`config.mk`:
```
export PLATFORM = sky130hd
export DESIGN_NAME = cmp_seq_ctrl
export DESIGN_NICKNAME = d
export VERILOG_FILES = /design/src/rtl/cmp_seq_ctrl.sv
export SDC_FILE = /design/constraint.sdc
export NUM_CORES = 1
export LEC_CHECK = 0
export CORE_UTILIZATION = 52
export DETAILED_ROUTE_END_ITERATION = 6
export PLACE_DENSITY_LB_ADDON = 0.05
export SYNTH_ARGS = -nofsm -noshare
export SYNTH_HDL_FRONTEND = slang
export SYNTH_HIERARCHICAL = 1
export SYNTH_SLANG_ARGS = --single-unit
export TNS_END_PERCENT = 1
```
`constraint.sdc`:
```
create_clock -name clk -period 3.7 [get_ports clk]
set_input_delay 0.925 -clock clk [delete_from_list [all_inputs] [get_ports clk]]
set_output_delay 0.925 -clock clk [all_outputs]
set_load 0.1 [all_outputs]
```
`src/rtl/cmp_seq_ctrl.sv`:
```
// Byte-serial magnitude comparator: one comparator_8_bit slice walks operands MSB-first with early exit.
// Optional feature macro: CMP_SIGNED_EN (adds signed_cmp for two's-complement ordering).

module comparator_8_bit (
  input  logic [7:0] a,
  input  logic [7:0] b,
  input  logic       l_in,
  input  logic       g_in,
  input  logic       q_in,
  output logic       l,
  output logic       g,
  output logic       q
);
  // Cascade inputs only decide the result when this slice is equal.
  assign l = (a < b) | ((a == b) & l_in);
  assign g = (a > b) | ((a == b) & g_in);
  assign q = (a == b) & q_in;
endmodule

module cmp_seq_ctrl #(
  parameter  int WIDTH  = 32,
  localparam int NSLICE = WIDTH / 8,
  localparam int CW     = $clog2(NSLICE) + 1
) (
  input  logic             clk,
  input  logic             rst,
  input  logic             in_valid,
  output logic             in_ready,
  input  logic [WIDTH-1:0] a,
  input  logic [WIDTH-1:0] b,
  output logic             out_valid,
  input  logic             out_ready,
  output logic             lt,
  output logic             eq,
  output logic             gt,
  output logic [CW-1:0]    slices_used
`ifdef CMP_SIGNED_EN
  ,input  logic            signed_cmp
`endif
);

  localparam int IW = (NSLICE > 1) ? $clog2(NSLICE) : 1;
  localparam logic [IW-1:0] LAST_IDX = IW'(NSLICE - 1);

  generate
    if ((WIDTH % 8) != 0 || WIDTH < 8) begin : g_bad_width
      $error("cmp_seq_ctrl: WIDTH must be a multiple of 8 and >= 8");
    end
  endgenerate

  typedef enum logic [1:0] {IDLE, RUN, DONE} state_t;

  state_t           state;
  logic [WIDTH-1:0] ra;
  logic [WIDTH-1:0] rb;
  logic [IW-1:0]    idx;
  logic [CW-1:0]    cnt;
`ifdef CMP_SIGNED_EN
  logic             sgn_q;
`endif

  logic [7:0] slice_a;
  logic [7:0] slice_b;
  logic       cmp_l;
  logic       cmp_g;
  logic       cmp_q;

  // NOTE: every always_comb output gets a default first so no path can infer a latch.
  always_comb begin
    slice_a = ra[{idx, 3'b000} +: 8];
    slice_b = rb[{idx, 3'b000} +: 8];
`ifdef CMP_SIGNED_EN
    // Flipping the sign bit of the top byte maps two's-complement order onto unsigned order.
    if (sgn_q && idx == LAST_IDX) begin
      slice_a[7] = ~slice_a[7];
      slice_b[7] = ~slice_b[7];
    end
`endif
  end

  comparator_8_bit u_cmp (
    .a    (slice_a),
    .b    (slice_b),
    .l_in (1'b0),
    .g_in (1'b0),
    .q_in (1'b1),
    .l    (cmp_l),
    .g    (cmp_g),
    .q    (cmp_q)
  );

  // NOTE: sequential state uses non-blocking assignments so every register samples pre-edge values.
  always_ff @(posedge clk or posedge rst) begin
    if (rst) begin
      state       <= IDLE;
      in_ready    <= 1'b1;
      out_valid   <= 1'b0;
      lt          <= 1'b0;
      eq          <= 1'b0;
      gt          <= 1'b0;
      slices_used <= '0;
      idx         <= '0;
      cnt         <= '0;
      ra          <= '0;
      rb          <= '0;
`ifdef CMP_SIGNED_EN
      sgn_q       <= 1'b0;
`endif
    end else begin
      case (state)
        IDLE: begin
          if (in_valid && in_ready) begin
            ra       <= a;
            rb       <= b;
            idx      <= LAST_IDX;
            cnt      <= '0;
            in_ready <= 1'b0;
            state    <= RUN;
`ifdef CMP_SIGNED_EN
            sgn_q    <= signed_cmp;
`endif
          end
        end
        RUN: begin
          cnt <= cnt + CW'(1);
          if (cmp_l || cmp_g || idx == '0) begin
            lt          <= cmp_l;
            gt          <= cmp_g;
            eq          <= cmp_q;
            slices_used <= cnt + CW'(1);
            out_valid   <= 1'b1;
            state       <= DONE;
          end else begin
            idx <= idx - IW'(1);
          end
        end
        DONE: begin
          // Result stays frozen until the consumer takes it; no new accept overlaps.
          if (out_ready) begin
            out_valid <= 1'b0;
            in_ready  <= 1'b1;
            state     <= IDLE;
          end
        end
        default: begin
          state     <= IDLE;
          in_ready  <= 1'b1;
          out_valid <= 1'b0;
        end
      endcase
    end
  end

endmodule

```
# --- Word-level counts from Yosys, hierarchy flattened ---
# Index checks and enable logic that the tools add are counted.
word_totals:
  regBits: 79
  input_bits: 68
  wordCells: 54
classes:
  addsub: 2
  n_lt_le_gt_ge: 2
  eq_ne: 7
  shifts: 2
  mux: 15
  bitwise_logic: 2
  reduce_logical: 13
op_table:
  columns: ["cell", "count"]
  rows:
  - ["$shiftx A32 B6 Y8", 2]
  - ["$reduce_and A3 Y1", 4]
  - ["$mux W2", 5]
  - ["$eq A8 B8 Y1", 1]
  - ["$gt A8 B8 Y1", 1]
  - ["$lt A8 B8 Y1", 1]
  - ["$ne A2 B2 Y1 const B", 4]
  - ["$pmux W1 S3", 2]
  - ["$pmux W2 S3", 1]
  - ["$pmux W3 S2", 1]
  - ["$reduce_and A2 Y1", 3]
  - ["$logic_not A2 Y1", 2]
  - ["$mux W1", 4]
  - ["$pmux W2 S2", 1]
  - ["$add A3 B1 Y3 const B", 1]
  - ["$mux W3", 1]
  - ["$eq A2 B1 Y1 const B", 1]
  - ["$eq A2 B2 Y1 const B", 1]
  - ["$logic_or A1 B1 Y1", 2]
  - ["$not A1 Y1", 2]
  - ["$reduce_bool A2 Y1", 1]
  - ["$sub A2 B1 Y2 const B", 1]
  - ["$logic_and A1 B1 Y1", 1]

# --- Depth between registers and ports, before layout ---
# Gate-level depths: netlist of the first run.
depth:
  depth_word: 6
  depth_mapped: 12
  ltp_nobuf: 10

# --- Modules after synthesis ---
# Netlist of the first run, hierarchy kept.
modules_own_cells:
  columns: ["mod", "instances", "cells_each", "area_per_inst_um2", "seq_area_each_um2"]
  rows:
  - ["cmp_seq_ctrl", 1, 213, 3683.5, 1978.1]
  - ["comparator_8_bit", 1, 32, 234.0, 0.0]

# --- Worst setup path before layout of the first run ---
# OpenSTA, ideal clock, no wires.
synth_timing:
  path_kind: "reg-to-reg"
  startpoint: "register idx[0]"
  endpoint: "register eq"
  setup_time_ns: 0.128
  arrival_time_ns: 2.946
  required_ns: 3.572
  slack_ns: 0.626
  path_stages_with_launch: 12
  n_path_buf: 2
  period_less_slack_ns: 3.074
  cell_sequence: "dfrtp_1 > buf_4 > buf_4 > mux4_2 > ha_1 > and4_1 > nor2b_1 > inv_1 > o221a_1 > nor3_1 > nor2_1 > mux2_1"
synth_between:
  elab_chain_len: 5
synth_rtl:
  columns: ["element", "line_no", "source"]
  rows:
  - ["start: declaration", "56", "logic [IW-1:0] idx;"]
  - ["start signal: assignment", "134", "idx <= idx - IW'(1);"]
  - ["$shiftx A32 B6 Y8", "70", "slice_a = ra[{idx, 3'b000} +: 8];"]
  - ["via slice_a[3]", "62", "logic [7:0] slice_a;"]
  - ["$gt A8 B8 Y1", "16", "assign g = (a > b) | ((a == b) & g_in);"]
  - ["via cmp_g", "65", "logic cmp_g;"]
  - ["$logic_or A1 B1 Y1 (2 in a row)", "126", "if (cmp_l || cmp_g || idx == '0) begin"]
  - ["$reduce_and A2 Y1 (no line)", null, null]
  - ["end signal: assignment", "129", "eq <= cmp_q;"]
  - ["end: declaration", "34", "output logic eq,"]
# The timed path passes the listed nets, and every way through them passes these cells.
# A chain may end at the register's enable or synchronous reset.

# --- Final worst setup path of the first run ---
# Ends and elaborated chain as after synthesis.

==> results of run 1 <==
[report_power, final]
group | switching [mW] | internal (mW)
logic | 0.564 | 0.612
registers | 0.125 | 1.05
clock network | 0.307 | 0.485
total | 0.996 | 2.15
[path summary, 6_finish.rpt]
path / start / endpoint / slack, ps / depth (start not counted)
setup reg to reg: idx[0]$_DFFE_PP0P_ / eq$_DFFE_PP0P_ / 380 / 10
min in group asynchronous: rst / rb[2]$_DFFE_PP0P_ / 900 / 2
hold reg to reg: out_valid$_DFFE_PP0P_ / out_valid$_DFFE_PP0P_ / 510 / 1
setup / recovery: idx[0]$_DFFE_PP0P_ / eq$_DFFE_PP0P_ / 380 / 10
max in group asynchronous: rst / in_ready$_DFFE_PP1P_ / 2050 / 3
hold / removal: out_valid$_DFFE_PP0P_ / out_valid$_DFFE_PP0P_ / 510 / 1
[layer usage]
layer	routed length, um	track usage, %	vias up	part of all wire, %
li1	-	-	1049	-
met1	3440	28.7	1132	49
met2	3240	29.9	57	46
met3	289	3.92	6	4.1
met4	53	5.72	0	0.75
met5	0	0	-	0
[registers in the layout, indices dropped and copies added (netlist names)]
signal / flops
idx: 2
slices_used: 3
out_valid: 1
in_ready: 1
rb: 32
lt: 1
ra: 32
gt: 1
eq: 1
cnt: 3
state: 2
[cell usage in the layout, fill, tap and decap left out, drive strengths merged, types with 2 or more instances in the layout]
master,count
o21a,2
a22o,2
buf,8
conb,3
nand3b,2
nor2b,3
clkdlybuf4s50,74
mux2,66
nand2b,3
o21ai,8
inv,12
clkbuf,11
ha,10
mux4,16
mux2i,2
nor2,4
bufinv,3
nand2,5
clkinv,3
a21oi,3
nand3,2
dfrtp,78
[cell type report]
class | count | area [sq um]
Tap cell | 99 | 124
Inverter | 13 | 50.0
Clock inverter | 5 | 104
Sequential cell | 79 | 1980
Fill cell | 509 | 2250
Timing Repair Buffer | 82 | 813
Clock buffer | 11 | 151
Multi-Input combinational cell | 142 | 1780
[logic make-up after synthesis]
kind of cell / Yosys count / share of synthesized area [%]
buf+inv: 25 / 4.18
other cells: 2 / 0.192
compound gates: 20 / 3.45
flops: 79 / 50.5
fa+ha+maj: 10 / 3.19
xor+xnor: 1 / 0.224
mux: 84 / 34.8
simple gates: 24 / 3.45
[worst reg2reg max path: stages (launching register included)]
cell and delay [ps]:
dfrtp_1 350, buf_4 270, mux4_2 540, ha_1 320, a211o_1 270, a21oi_2 130, nand3_1 110, o221a_1 260
nor3_1 440, nor2_1 180, mux2_1 350
[stage by stage]
| step | utilization (%) | area, sq um |
|---|---|---|
| finish | 69.0 | 5000 |
| floorplan | - | 3920 |
| detailed placement | 65.5 | 4750 |
| global route | 69.0 | 5000 |
| CTS | 69.0 | 5000 |
| global placement | 65.5 | 4750 |
==> results by group, run 1 <==
Critical path
  • Critical Path End Type: register
  • Critical-path top delay cell: mux4_2
  • Crit-path cells: buf_4 -> mux4_2 -> ha_1 -> a211o_1 -> a21oi_2 -> nand3_1 -> o221a_1 -> nor3_1 -> nor2_1 -> mux2_1
  • CP required: approximately 3900 ps
  • Crit-path leading delay family: multiplexers
  • Buffers plus inverters on the worst setup path: 1
  • CP Max Fanout: 14
  • Critical path type: register to register
  • Slowest stage delay, CP: 530 ps
  • Crit path DAT: 3550 ps
  • Worst Setup Start Kind: register

Synthesis
  • Number of synthesized register bits: 79
  • Largest area contributor in the netlist: dfrtp_1
  • Post-synth EDFFs: 0
  • Dominant cells by area after synthesis: dfrtp_1, mux2_4, mux4_2, ha_1, buf_6
  • Cell count after synthesis: between 200 and 250
  • Avg Cell Area, Syn: 16.0 sq um
  • Dominant synthesized flop cell: dfrtp_1
  • Commonest cells post-synth: dfrtp_1, mux2_4, mux4_2, inv_1, ha_1
  • Count leader, synth: dfrtp_1
  • Syn Std Cell Area: 3920 sq um
  • Post-synth top area share: 49.8%
  • Yosys cell types: 35
  • Sequential-to-total area share from yosys stat: between 50% and 60%
  • FFs w/ async S/R, synth: 100%
  • Yosys Warn Count: 6

STA
  • Skew final: 8.05 ps
  • Setup TNS: 0 ps
  • Worst slew margin: 35.4%
  • RSZ-0062 raised after global routing: false
  • Final WS setup: 376 ps
  • Setup-failing EPs final: 0
  • Period utilisation layout: 89.8%
  • Maximum clock frequency: approximately 0.3 GHz
  • Tmin final: 3320 ps
  • Worst-Margin Slew: 966 ps
  • Fin Hold WS: 509 ps
  • Fin. Hold Viols: 0
  • Slew Viols, Final: 0

Job
  • Max Cap Viol: 0

CTS
  • Clock Root Buffer: clkbuf_8
  • # resized after CTS: 0
  • Clk_lat worst skew: 340 ps
  • Clock buffer depth: 2
  • H-tree depth: 3
  • CTS tree: built
  • Hold Buf Count CTS: 0
  • Clock transition at path regs: 80 ps
  • # clock sinks: 79
  • Post-CTS Setup Bufs: 0
  • CTS Buf Count: 9

Floorplan
  • Initial Util: 54.0%
  • Cell Rows: 31
  • I/O pin total: 76
  • Die height: approximately 89 um
  • Core area: slightly above 7000 sq um
  • Die area: 7880 sq um
  • Chip Width: 88.8 um

Drt
  • Pre-Repair DR Iteration Count: 4
  • Drt first-iter violations: 67
  • DRT antenna net count: 0
  • Final WL: roughly 7 mm
  • Residual DRC count: 0
  • Via count: 2,244
  • Vias per inst: around 5.2
  • DR WL/cell: 16.3 um

Worst hold path
  • Worst min path class: register to register

Global routing
  • First-pass GRT wire length: 11.4 mm
  • Vias in the first global route: 2,311
  • All-layer global routing usage: 19.6%
  • Initial antenna violation count: 0
  • Largest net degree at the start of global routing: 71
  • Grt total ovfl: 0

Pwr
  • Worst VDD drop: about 280 uV
  • Final Power: 3.15 mW
  • Leakage: 2.27 nW
  • Pwr per Cell Area: 629 nW/um^2

Run status
  • Outcome: finished clean

Layout
  • Area grow syn2layout: 27.7%
  • Fin cells: around 430
  • Share of cells above drive strength 1: 32.5%
  • # diodes: 0
  • Fin nets: 405

Placed design
  • Worst slack, placed: 374 ps
  • # port buffers: 75
  • # placed instances: 415
  • Dpl hpwl: 4.90 mm
  • Routability-driven placement congestion ratio: 0.711
(Power assumes the default switching activity.)
==> run 2, diff against run 1 <==
- CORE_UTILIZATION: 52 -> 41
- clock period: 3.7 -> 3.74 ns (I/O delays scaled with it)
==> results by group, run 2 (synthesis gave the netlist of run 1 again) <==
Run status
  • Outcome: finished clean

Layout
  • Commonest non-fill, non-tap cell in the layout: dfrtp_1
  • Area occupied by multi-input gates: 1780 sq um (unchanged)
  • Share of cells above drive strength 1: 32.1% (-0.41 points)
  • Most frequent cells in the layout: dfrtp_1, clkdlybuf4s50_1, mux2_4, mux4_2, inv_1
  • Filler cell count: 831 (+63%)
  • Seq. cell area: 1980 sq um (unchanged)
  • # diodes: 0 (unchanged)
  • Area grow syn2layout: 27.9%
  • Top flop regs: ra x32, rb x32
  • Fin nets: 404 (-0.25%)

CTS
  • Clock transition at path regs: 80 ps (about the same)
  • Clk_lat worst skew: 350 ps (about the same)
  • Post-CTS Setup Bufs: 0 (unchanged)
  • CTS Buf Count: 9 (unchanged)
  • CTS tree: built
  • # clock sinks: 79 (unchanged)
  • Clock Root Buffer: clkbuf_8
  • H-tree depth: 3 (unchanged)
  • # resized after CTS: 0 (unchanged)
  • Clock buffer depth: 2 (unchanged)
  • Hold Buf Count CTS: 0 (unchanged)

Floorplan
  • Cell Rows: 35 (+13%)
  • Chip Width: 99.8 um (+12%)
  • Die area: 9950 sq um (+26%)
  • Initial Util: 42.4% (-12 points)
  • Die height: 99.8 um (+12%)
  • Core area: 9240 sq um (+27%)
  • I/O pin total: 76 (unchanged)

STA
  • Final WS setup: 391 ps (+14.7 ps)
  • Tmin final: 3350 ps (+25.3 ps)
  • Fin. Hold Viols: 0 (unchanged)
  • RSZ-0062 raised after global routing: false
  • Worst-Margin Slew: 980 ps (+14.0 ps)
  • Setup TNS: 0 ps (unchanged)
  • Setup-failing EPs final: 0 (unchanged)
  • Worst slew margin: 34.6% (-0.73 points)
  • Skew final: 7.58 ps (-0.471 ps)
  • Period utilisation layout: 89.6% (-0.29 points)
  • Maximum clock frequency: 0.299 GHz (-0.75%)
  • Slew Viols, Final: 0 (unchanged)
  • Fin Hold WS: 494 ps (-15.4 ps)

Critical path
  • Critical path type: register to register
  • Setup crit start: idx[0]$_DFFE_PP0P_
  • CP Max Fanout: 15 (+1)
  • Reg-to-reg slack, setup: 390 ps (about the same)
  • Reg2reg end: eq$_DFFE_PP0P_
  • CP required: 3980 ps (+60 ps)
  • R2r startpoint: idx[0]$_DFFE_PP0P_
  • Crit path DAT: 3590 ps (+40 ps)
  • Worst Setup Start Kind: register
  • R2R cell count: 10 (unchanged)
  • Critical Path End Type: register
  • Crit path capture: eq$_DFFE_PP0P_

Global routing
  • All-layer global routing usage: 16.4% (-3.2 points)
  • Largest net degree at the start of global routing: 71 (unchanged)
  • Grt total ovfl: 0 (unchanged)
  • Initial antenna violation count: 0 (unchanged)
  • Vias in the first global route: 2,407 (+4.2%)
  • First-pass GRT wire length: 12.5 mm (+9.6%)

Drt
  • Final WL: 7.25 mm (+3.3%)
  • Residual DRC count: 0 (unchanged)
  • Pre-Repair DR Iteration Count: 4 (unchanged)
  • Vias per inst: 4.81 (-7.6%)
  • Drt first-iter violations: 77 (+15%)
  • DR WL/cell: 15.8 um (-3.0%)
  • DRT antenna net count: 0 (unchanged)
  • Via count: 2,208 (-1.6%)

Pwr
  • Leakage: 2.25 nW (-1.0%)
  • Pwr per Cell Area: 613 nW/um^2 (-2.5%)
  • Worst VDD drop: 270 uV (-5.1%)

Worst hold path
  • Worst min path class: register to register
  • WHS Path Cells: 1 (unchanged)

Placed design
  • Worst slack, placed: 355 ps (-19.2 ps)
  • # port buffers: 75 (unchanged)
  • Routability-driven placement congestion ratio: 0.723 (+1.6%)
  • Dpl hpwl: 4.99 mm (+1.9%)

Job
  • Max Cap Viol: 0 (unchanged)
-- run 2: cell types whose count changed in the layout (fill, tap and decap cells not counted) --
cell        before  now
clkbuf_8        11    9
buf_4            7    6
clkinvlp_4       0    2
clkinv_4         1    0
-- run 2: per-layer routing --
layer	vias to the layer above	part of all wire (%)	global-route usage, %
met5	-	0	0
met3	8	4.6	4.08
met1	1093	49	23.0
met4	0	1.5	5.77
met2	58	45	24.8
li1	1049	-	-
-- run 2: layout make-up --
type / count / share of cell area [%]
flip-flops and latches: 79 / 39.5
multi-input cells: 142 / 35.6
repair buffers: 81 / 16.1
well taps: 129 / 3.22
clock buffers: 9 / 2.47
clock inverters: 6 / 2.20
inverters: 13 / 0.999
-- run 2: how the worst min path moves through the flow --
| stage | from | endpoint | slack (ps) |
|---|---|---|---|
| 2_1_floorplan | cnt[0]$_DFFE_PP0P_ | cnt[0]$_DFFE_PP0P_ | 470 |
| 3_3_place_gp | slices_used[1]$_DFFE_PP0P_ | slices_used[1]$_DFFE_PP0P_ | 480 |
| 3_5_place_dp | slices_used[1]$_DFFE_PP0P_ | slices_used[1]$_DFFE_PP0P_ | 480 |
| 4_1_cts | slices_used[1]$_DFFE_PP0P_ | slices_used[1]$_DFFE_PP0P_ | 500 |
| 5_1_grt | ra[25]$_DFFE_PP0P_ | ra[25]$_DFFE_PP0P_ | 520 |
| 6_report | slices_used[1]$_DFFE_PP0P_ | slices_used[1]$_DFFE_PP0P_ | 490 |
-- run 2: critical path, cell delays in order, from the launching register on --
cell and delay (ps):
dfrtp_1 350, buf_4 290, mux4_2 540, ha_1 320, a211o_1 270, a21oi_2 150, nand3_1 120, o221a_1 270
nor3_1 440, nor2_1 150, mux2_1 340
-- run 2: power by group --
part	leakage (nW)	internal [mW]	switching (mW)	total, mW
Clock	0.111	0.438	0.309	0.747
Combinational	1.08	0.601	0.571	1.17
Sequential	1.05	1.04	0.112	1.16
Total	2.25	2.08	0.992	3.07
-- run 2: stage by stage --
stage	power (mW)	cell area (sq um)	std cells	utilization, %
after floorplan	2.05	3920	246	-
after global placement	2.35	4780	444	51.7
after detailed placement	2.36	4780	444	51.7
after CTS	3.11	5010	459	54.2
after global routing	3.27	5010	459	54.2
final	3.07	5010	459	54.2
==> run 3, diff against run 2 <==
- CORE_UTILIZATION: 41 -> 52
- SETUP_SLACK_MARGIN: unset -> 0.05
- SLEW_MARGIN: unset -> 20
==> results by group, run 3 (synthesis gave the netlist of run 1 again) <==
Placed design
  • Dpl hpwl: 4.99 mm (about the same)
  • # placed instances: 415 (-6.5%)
  • Routability-driven placement congestion ratio: 0.753 (+4.2%)
  • # port buffers: 75 (unchanged)

STA
  • Tmin final: 3240 ps (-106 ps)
  • Maximum clock frequency: 0.308 GHz (+3.3%)
  • Slew Viols, Final: 0 (unchanged)
  • Fin. Hold Viols: 0 (unchanged)
  • Period utilisation layout: 86.7% (-2.8 points)
  • Setup TNS: 0 ps (unchanged)
  • Setup-failing EPs final: 0 (unchanged)
  • Worst-Margin Slew: 970 ps (-10.3 ps)
  • Worst slew margin: 35.1% (+0.48 points)
  • Skew final: 9.00 ps (+1.43 ps)
  • RSZ-0062 raised after global routing: false

Pwr
  • Pwr per Cell Area: 622 nW/um^2 (+1.4%)
  • P_sw: 0.975 mW (-1.7%)
  • Worst VDD drop: 255 uV (-5.6%)
  • Comb power frac: 37.4% (-0.7 points)
  • Int Power: 2.13 mW (+2.4%)
  • Sequential share of power: 37.6% (about the same)
  • Switch share: 31.4% (-0.89 points)
  • Leakage: 2.26 nW (+0.79%)
  • Clk pwr share: 24.9% (+0.6 points)

Global routing
  • All-layer global routing usage: 20.0% (+3.6 points)
  • Vias in the first global route: 2,303 (-4.3%)
  • Initial antenna violation count: 0 (unchanged)
  • Largest net degree at the start of global routing: 71 (unchanged)
  • First-pass GRT wire length: 11.5 mm (-7.6%)
  • Grt total ovfl: 0 (unchanged)

Layout
  • Most frequent cells in the layout: dfrtp_1, clkdlybuf4s50_1, mux2_4, mux4_2, inv_1
  • # diodes: 0 (unchanged)
  • Share of cells above drive strength 1: 31.9% (-0.19 points)
  • Area grow syn2layout: 27.6%
  • Fin nets: 405 (+0.25%)
  • Top flop regs: ra x32, rb x32
  • Commonest non-fill, non-tap cell in the layout: dfrtp_1
  • Fin cells: 431 (-6.1%)
  • Filler cell count: 522 (-37%)

Drt
  • DR WL/cell: 16.2 um (+2.8%)
  • Via count: 2,213 (+0.23%)
  • DRT antenna net count: 0 (unchanged)
  • Vias per inst: 5.13 (+6.7%)
  • Residual DRC count: 0 (unchanged)
  • Pre-Repair DR Iteration Count: 4 (unchanged)
  • Final WL: 7.00 mm (-3.5%)
  • Drt first-iter violations: 77 (unchanged)

Job
  • Max Cap Viol: 0 (unchanged)

CTS
  • # resized after CTS: 0 (unchanged)
  • CTS tree: built
  • # clock sinks: 79 (unchanged)
  • Clock transition at path regs: 80 ps (about the same)
  • Clock buffer depth: 2 (unchanged)
  • Clk_lat worst skew: 340 ps (about the same)
  • Post-CTS Setup Bufs: 0 (unchanged)
  • Hold Buf Count CTS: 0 (unchanged)
  • CTS Buf Count: 9 (unchanged)
  • H-tree depth: 3 (unchanged)
  • Clock Root Buffer: clkbuf_8

Critical path
  • Crit path DAT: 3470 ps (-120 ps)
  • Buffers plus inverters on the worst setup path: 1 (unchanged)
  • Crit-path leading delay family: multiplexers
  • Slowest stage delay, CP: 510 ps (-30 ps)
  • CP Max Fanout: 5 (-10)
  • CP required: 3970 ps (about the same)
  • Critical path type: register to register
  • Critical-path top delay cell: mux4_2
  • Critical Path End Type: register
  • Crit-path cells: buf_4 -> mux4_2 -> ha_1 -> a211o_1 -> a21oi_2 -> nand3_1 -> o221a_1 -> nor3_1 -> nor2_1 -> mux2_1
  • Worst Setup Start Kind: register

Floorplan
  • Cell Rows: 31 (-11%)
  • Core area: 7250 sq um (-22%)
  • Chip Width: 88.8 um (-11%)
  • I/O pin total: 76 (unchanged)
  • Initial Util: 54.0% (+12 points)
  • Die height: 88.8 um (-11%)
  • Die area: 7880 sq um (-21%)

Run status
  • Outcome: finished clean

Worst hold path
  • Worst min path class: register to register
## run 3: cell count changes in the layout (fill, tap and decap cells not counted), sizes merged
cell | before | now
buf | 7 | 8
clkbuf | 9 | 13
clkinv | 2 | 1
clkinvlp | 2 | 0
## run 3: layout make-up
cell class | instances | area, sq um | share of cell area (%)
Sequential cell | 79 | 1980 | 39.6
Multi-Input combinational cell | 142 | 1780 | 35.7
Timing Repair Buffer | 82 | 813 | 16.3
Clock buffer | 13 | 159 | 3.18
Tap cell | 99 | 124 | 2.48
Clock inverter | 3 | 90.1 | 1.80
Inverter | 13 | 50.0 | 1.00
## run 3: through the flow
stage,setup WS (ps),area [sq um],hold WS (ps),util (%),total power [mW]
floorplan,666,3920,471,-,2.05
global placement,643,4750,482,65.5,2.33
detailed placement,476,4750,491,65.5,2.36
CTS,471,5000,510,68.9,3.14
global route,275,5000,530,68.9,3.29
finish,496,5000,501,68.9,3.11
## run 3: worst paths after layout
kind	endpoint	slack, ps	cells past startpoint	from
worst min register to register	out_valid$_DFFE_PP0P_	500	1	out_valid$_DFFE_PP0P_
worst max-delay path	slices_used[1]$_DFFE_PP0P_	500	10	idx[0]$_DFFE_PP0P_
max in group asynchronous	in_ready$_DFFE_PP1P_	2090	3	rst
worst max register to register	slices_used[1]$_DFFE_PP0P_	500	10	idx[0]$_DFFE_PP0P_
worst min-delay path	out_valid$_DFFE_PP0P_	500	1	out_valid$_DFFE_PP0P_
min in group asynchronous	rb[2]$_DFFE_PP0P_	920	2	rst
## run 3: power by group through the flow
| stage | combinational (mW) | clock (mW) | sequential (mW) |
|---|---|---|---|
| 6_report | 1.16 | 0.775 | 1.17 |
| 5_1_grt | 1.27 | 0.823 | 1.20 |
| 4_1_cts | 1.18 | 0.790 | 1.17 |
| 3_5_place_dp | 1.17 | 0 | 1.19 |
| 3_3_place_gp | 1.15 | 0 | 1.18 |
| 2_1_floorplan | 0.734 | 0 | 1.31 |
## run 3: layer usage
metal / GRT usage, % / up-vias / part of all wire (%)
li1: - / 1051 / -
met1: 27.5 / 1103 / 48
met2: 31.3 / 53 / 46
met3: 5.13 / 6 / 4.6
met4: 6.60 / 0 / 0.87
met5: 0 / - / 0
